[src/rtl/clk_monitor.sv]
// Clock monitor: measures high/low time and period of an asynchronous reference clock in clk cycles,
// and flags a stopped clock. Define CLK_MONITOR_PHASE_MEAS_EN to also measure the ref-to-phase delay.
module clk_monitor #(
   parameter int CNT_W       = 16,
   parameter int SYNC_STAGES = 2,
   parameter int TIMEOUT_CYC = 65535
) (
   input  logic             clk,
   input  logic             rst,
   input  logic             en,
   input  logic             clk_in_ref,
   input  logic             clk_in_phase,
   output logic [CNT_W-1:0] high_time,
   output logic [CNT_W-1:0] low_time,
   output logic [CNT_W:0]   period,
   output logic [CNT_W-1:0] phase_time,
   output logic             meas_valid,
   output logic             stuck,
   output logic             stuck_level
);

   typedef enum logic [1:0] {IDLE, ARM, HIGH, LOW} state_e;

   localparam logic [CNT_W-1:0] CNT_MAX = '1;
   localparam logic [CNT_W-1:0] CNT_ONE = CNT_W'(1);
   localparam logic [CNT_W-1:0] TIMEOUT = CNT_W'(TIMEOUT_CYC);

   function automatic logic [CNT_W-1:0] sat_inc(input logic [CNT_W-1:0] v);
      return (v == CNT_MAX) ? v : v + 1'b1;
   endfunction

   // Reference synchronizer plus history flop for edge detection.
   logic [SYNC_STAGES-1:0] ref_sync_q;
   logic                   ref_hist_q;
   logic                   ref_lvl, ref_rise, ref_fall;

   always_ff @(posedge clk or posedge rst) begin
      if (rst) begin
         ref_sync_q <= '0;
         ref_hist_q <= 1'b0;
      end else begin
         // NOTE: non-blocking assignments make every flop sample the pre-edge value, so the chain shifts by one.
         ref_sync_q <= {ref_sync_q[SYNC_STAGES-2:0], clk_in_ref};
         ref_hist_q <= ref_sync_q[SYNC_STAGES-1];
      end
   end

   assign ref_lvl  = ref_sync_q[SYNC_STAGES-1];
   assign ref_rise = ref_lvl & ~ref_hist_q;
   assign ref_fall = ~ref_lvl & ref_hist_q;

   state_e           state_q, state_d;
   logic [CNT_W-1:0] hi_cnt_q, hi_cnt_d;
   logic [CNT_W-1:0] lo_cnt_q, lo_cnt_d;
   logic [CNT_W-1:0] arm_cnt_q, arm_cnt_d;
   logic [CNT_W-1:0] high_q, high_d;
   logic [CNT_W-1:0] low_q, low_d;
   logic [CNT_W:0]   period_q, period_d;
   logic [CNT_W-1:0] phase_q, phase_d;
   logic             meas_valid_q, meas_valid_d;
   logic             stuck_q, stuck_d;
   logic             stuck_level_q, stuck_level_d;
   logic             timeout, latch;
   logic [CNT_W:0]   period_sum;
   logic [CNT_W-1:0] phase_meas;

   assign period_sum = {1'b0, hi_cnt_q} + {1'b0, lo_cnt_q};

`ifdef CLK_MONITOR_PHASE_MEAS_EN
   logic [SYNC_STAGES-1:0] ph_sync_q;
   logic                   ph_hist_q;
   logic                   ph_rise;
   logic [CNT_W-1:0]       ph_cnt_q, ph_cnt_d;
   logic [CNT_W-1:0]       ph_cap_q, ph_cap_d;
   logic [CNT_W-1:0]       ph_now;
   logic                   ph_seen_q, ph_seen_d;

   assign ph_rise = ph_sync_q[SYNC_STAGES-1] & ~ph_hist_q;
   assign ph_now  = ref_rise ? '0 : ph_cnt_q;

   always_comb begin
      ph_cnt_d  = ref_rise ? CNT_ONE : sat_inc(ph_cnt_q);
      ph_cap_d  = ph_cap_q;
      ph_seen_d = ph_seen_q & ~ref_rise;
      // A phase rise coincident with a ref rise opens the new period with a delay of 0.
      if (ph_rise && !ph_seen_d) begin
         ph_cap_d  = ph_now;
         ph_seen_d = 1'b1;
      end
   end

   always_ff @(posedge clk or posedge rst) begin
      if (rst) begin
         ph_sync_q <= '0;
         ph_hist_q <= 1'b0;
         ph_cnt_q  <= '0;
         ph_cap_q  <= '0;
         ph_seen_q <= 1'b0;
      end else begin
         ph_sync_q <= {ph_sync_q[SYNC_STAGES-2:0], clk_in_phase};
         ph_hist_q <= ph_sync_q[SYNC_STAGES-1];
         ph_cnt_q  <= ph_cnt_d;
         ph_cap_q  <= ph_cap_d;
         ph_seen_q <= ph_seen_d;
      end
   end

   // ph_seen_q still describes the period that the current ref rise closes.
   assign phase_meas = ph_seen_q ? ph_cap_q : period_sum[CNT_W-1:0];
`else
   logic phase_unused;
   assign phase_unused = clk_in_phase;
   assign phase_meas   = '0;
`endif

   always_comb begin
      // NOTE: every variable gets a default first so no path leaves one unassigned and infers a latch.
      state_d       = state_q;
      hi_cnt_d      = hi_cnt_q;
      lo_cnt_d      = lo_cnt_q;
      arm_cnt_d     = arm_cnt_q;
      high_d        = high_q;
      low_d         = low_q;
      period_d      = period_q;
      phase_d       = phase_q;
      meas_valid_d  = 1'b0;
      stuck_d       = stuck_q;
      stuck_level_d = stuck_level_q;
      timeout       = 1'b0;
      latch         = 1'b0;

      if (!en) begin
         state_d   = IDLE;
         hi_cnt_d  = '0;
         lo_cnt_d  = '0;
         arm_cnt_d = '0;
      end else begin
         // Edges are tested before the timeout so a coincident edge always wins.
         unique case (state_q)
            IDLE: state_d = ARM;
            ARM: begin
               if (ref_rise) begin
                  state_d   = HIGH;
                  hi_cnt_d  = CNT_ONE;
                  arm_cnt_d = '0;
               end else if (arm_cnt_q >= TIMEOUT) begin
                  timeout = 1'b1;
               end else begin
                  arm_cnt_d = sat_inc(arm_cnt_q);
               end
            end
            HIGH: begin
               if (ref_fall) begin
                  state_d  = LOW;
                  lo_cnt_d = CNT_ONE;
               end else if (hi_cnt_q >= TIMEOUT) begin
                  timeout = 1'b1;
               end else begin
                  hi_cnt_d = sat_inc(hi_cnt_q);
               end
            end
            LOW: begin
               if (ref_rise) begin
                  latch    = 1'b1;
                  state_d  = HIGH;
                  hi_cnt_d = CNT_ONE;
                  lo_cnt_d = '0;
               end else if (lo_cnt_q >= TIMEOUT) begin
                  timeout = 1'b1;
               end else begin
                  lo_cnt_d = sat_inc(lo_cnt_q);
               end
            end
            default: state_d = IDLE;
         endcase

         if (timeout) begin
            state_d       = ARM;
            hi_cnt_d      = '0;
            lo_cnt_d      = '0;
            arm_cnt_d     = '0;
            stuck_d       = 1'b1;
            stuck_level_d = ref_lvl;
         end

         if (latch) begin
            high_d       = hi_cnt_q;
            low_d        = lo_cnt_q;
            period_d     = period_sum;
            phase_d      = phase_meas;
            meas_valid_d = 1'b1;
            stuck_d      = 1'b0;
         end
      end
   end

   always_ff @(posedge clk or posedge rst) begin
      if (rst) begin
         state_q       <= IDLE;
         hi_cnt_q      <= '0;
         lo_cnt_q      <= '0;
         arm_cnt_q     <= '0;
         high_q        <= '0;
         low_q         <= '0;
         period_q      <= '0;
         phase_q       <= '0;
         meas_valid_q  <= 1'b0;
         stuck_q       <= 1'b0;
         stuck_level_q <= 1'b0;
      end else begin
         state_q       <= state_d;
         hi_cnt_q      <= hi_cnt_d;
         lo_cnt_q      <= lo_cnt_d;
         arm_cnt_q     <= arm_cnt_d;
         high_q        <= high_d;
         low_q         <= low_d;
         period_q      <= period_d;
         phase_q       <= phase_d;
         meas_valid_q  <= meas_valid_d;
         stuck_q       <= stuck_d;
         stuck_level_q <= stuck_level_d;
      end
   end

   assign high_time   = high_q;
   assign low_time    = low_q;
   assign period      = period_q;
   assign phase_time  = phase_q;
   assign meas_valid  = meas_valid_q;
   assign stuck       = stuck_q;
   assign stuck_level = stuck_level_q;

endmodule
[config.mk]
export PLATFORM = sky130hd
export DESIGN_NAME = clk_monitor
export DESIGN_NICKNAME = d
export VERILOG_FILES = /design/src/rtl/clk_monitor.sv
export SDC_FILE = /design/constraint.sdc
export NUM_CORES = 1
export LEC_CHECK = 0
export ABC_AREA = 1
export CAP_MARGIN = 20
export CORE_MARGIN = 4
export CORE_UTILIZATION = 45
export DETAILED_ROUTE_END_ITERATION = 12
export GPL_TIMING_DRIVEN = 0
export PLACE_DENSITY = 0.69
export SYNTH_ARGS = -nofsm -noshare
export SYNTH_HDL_FRONTEND = slang
export SYNTH_SLANG_ARGS = --single-unit
[constraint.sdc]
create_clock -name clk -period 10 [get_ports clk]
set_input_delay 1.5 -clock clk [delete_from_list [all_inputs] [get_ports clk]]
set_output_delay 1.5 -clock clk [all_outputs]
set_load 0.005 [all_outputs]
==> impl_metrics.json <==
{
  "cts_tree": "done",
  "post_cts_buffers": 0,
  "hold_buffers": 0,
  "io_buffers": 54,
  "cts_resized": 0,
  "setup.worst_path.class": "reg -> out",
  "max_freq_mhz": 360.7,
  "antenna_found_initial": 0,
  "synthCells": 821,
  "cp-end-kind": "output pin",
  "overflow": 0,
  "ir_drop_v": 0.0001450,
  "status": "completed",
  "grt_max_degree": 68,
  "drt-initial-drc-count": 455,
  "synth_top_area_cell": "dfrtp_1",
  "nNetsFinal": 927,
  "cts_max_path_buffers": 2,
  "synth.most_common_cell": "nand2_1",
  "yosys_warnings": 0,
  "relSlewSlack_pct": 63.45,
  "worstMarginPinSlew_ps": 548.3,
  "routed_wl_um": 16520,
  "routed_via_density": 5.217,
  "clock_skew_ps": 9.430,
  "slowest_stage": "clkdlybuf4s50_1",
  "top_layer": "met4",
  "placed_area_mm2": 0.007276,
  "grt_first_pass_wirelength_um": 27160,
  "max_cap_viol_count": 0,
  "cp.required_ps": 8500,
  "grt_usage_pct": 20.99,
  "finalInstanceArea_mm2": 0.007565,
  "dieArea_mm2": 0.01625,
  "numCtsBuffers": 9,
  "yosysTopAreaCellShare_pct": 40.90,
  "dp_slack_ps": 7017,
  "area_delta_synth_final_pct": 17.76,
  "power_leakage_nw": 3.625,
  "cp_data_arrival_time_ps": 1270,
  "design.portCount": 73,
  "setup_ws_ps": 7227,
  "wl_met3_um": 945,
  "multi_input_area_mm2": 0.003297,
  "cts.sinks": 105,
  "wl_met1_um": 7514,
  "ys_types": 41,
  "drt-pass1-iter-count": 5,
  "die-height_um": 127.5,
  "via_count": 5671,
  "ys_seq_elements": 105,
  "globalplace.congestion": 0.9387,
  "finalHoldViolations": 0,
  "post-route-period-util_pct": 27.73,
  "synth_edf_count": 0,
  "setup-tns-final_ps": 0,
  "avgSynthCellArea_um2": 7.824,
  "num_antenna_cells": 0,
  "synth_area_mm2": 0.006424,
  "drive_gt1_share_pct": 11.80,
  "drc": 0,
  "fin_hold_ws_ps": 352.1,
  "cts_root_buf": "clkbuf_16",
  "hold_class": "reg -> reg",
  "start_kind": "flip-flop",
  "grt_pass1_vias": 5409,
  "fillers": 1361,
  "avgRoutedWirePerCell_um": 15.20,
  "core_mm2": 0.01393,
  "postSynth.asyncResetShare_pct": 100.0,
  "rows": 43,
  "path_clk_slew_ps": 70,
  "dpl.hpwl_um": 12190,
  "path_delay_family": "buffers and inverters",
  "seq_area_frac_synth_pct": 40.90,
  "path_cells": "clkdlybuf4s50_1",
  "die_w_um": 127.5,
  "h-tree-depth": 3,
  "start_util_pct": 46.10,
  "worst-path-buf-inv": 1,
  "ys_top_cells_by_count": "nand2_1, dfrtp_1, nor2_1",
  "cp_slowest_stage_delay_ps": 520,
  "setup_violations": 0,
  "synth.top_cells.by_area": "dfrtp_1, nand2_1, nor2_1, nand3_1, xor2_1",
  "drv_slew": 0,
  "regArea_mm2": 0.002628,
  "insertion_delay_ps": 360,
  "path_max_fanout": 2,
  "pwr_density_cell_mw_per_mm2": 125.8,
  "timing.final.crit_period_ps": 2773,
  "detail-route-antenna-nets": 0,
  "grt_setup_unrepaired": "false",
  "met2_length_um": 7646,
  "ys.flop_type": "dfrtp_1"
}
[placed cells by master, fill, tap and decap left out, types with 9 or more instances in the layout]
master and count:
nand3_1 58, buf_4 16, o211ai_2 9, nand2_1 237, inv_1 62, clkdlybuf4s50_1 54, o21ai_0 34, nand4_1 30
o21ai_2 20, dfrtp_1 105, conb_1 16, clkbuf_16 9, clkbuf_1 9, a21oi_1 22, xor2_1 31, ha_1 19
nor2_1 79, buf_2 11
[through the flow]
step	std cells	util, %	power (W)
final	1087	54.29	0.0009519
after global placement	1070	52.00	0.0006020
after floorplan	836	-	0.0005448
after CTS	1087	54.29	0.0009632
after detailed placement	1071	52.21	0.0006056
after global routing	1087	54.29	0.0009966
[report_power, final]
part           leakage [nW]  internal (W)  switching, W
combinational          2.04     0.0000561     0.0000795
sequential             1.44      0.000444     0.0000169
clock                 0.141      0.000196      0.000159
[area by class of cell]
cell class	count	area share, %
Clock inverter	4	0.6947
Multi-Input combinational cell	619	43.58
Timing Repair Buffer	55	7.509
Sequential cell	105	34.73
Tap cell	180	2.977
Inverter	69	3.457
Clock buffer	12	3.126
Buffer	43	3.920
[sequential cells by signal, summed over array words and instances, names as in the netlist]
signal and cells:
arm_cnt_q 16, hi_cnt_q 16, high_time 16, lo_cnt_q 16, low_time 16, meas_valid 1
period 17, ref_hist_q 1, ref_sync_q 2, state_q 2, stuck 1, stuck_level 1
[worst register-to-register path, cell delays in order (launching register included)]
cell,delay (ps)
dfrtp_1,570
ha_1,260
inv_1,60
fa_1,410
o21ai_0,390
nand2_1,120
nand2_1,120
nand3_1,120
nand2_1,110
nand2_1,50
nand3_1,80
nand2_1,50
[worst paths after layout]
kind	startpoint	end	slack, ps	cells past startpoint
worst max-delay path	low_time[11]	low_time[11]	7230	1
worst min-delay path	ref_sync_q[0]	ref_sync_q[1]	350	0
worst max register to register	hi_cnt_q[0]	period[14]	7550	11
worst min register to register	ref_sync_q[0]	ref_sync_q[1]	350	0
max in group asynchronous	rst	high_time[14]	7750	3
min in group asynchronous	rst	hi_cnt_q[14]	1540	2
[layer usage]
layer  vias to the layer above  global-route usage, %
met3                        33                  4.599
met4                         0                  5.994
li1                       2820                      -
met1                      2652                  28.37
met2                       166                  34.04
met5                         -                      0
[kinds of logic after synthesis]
| kind of cell | Yosys count | share of synthesized area, % |
|---|---|---|
| and+or+nand+nor | 444 | 30.66 |
| buffers and inverters | 112 | 8.648 |
| DFF | 105 | 40.90 |
| AOI/OAI and AO/OA | 102 | 10.67 |
| xor gates and xnor gates | 37 | 5.045 |
| adders and majority gates | 20 | 4.013 |
| other | 1 | 0.05838 |
(Power assumes the default switching activity.)
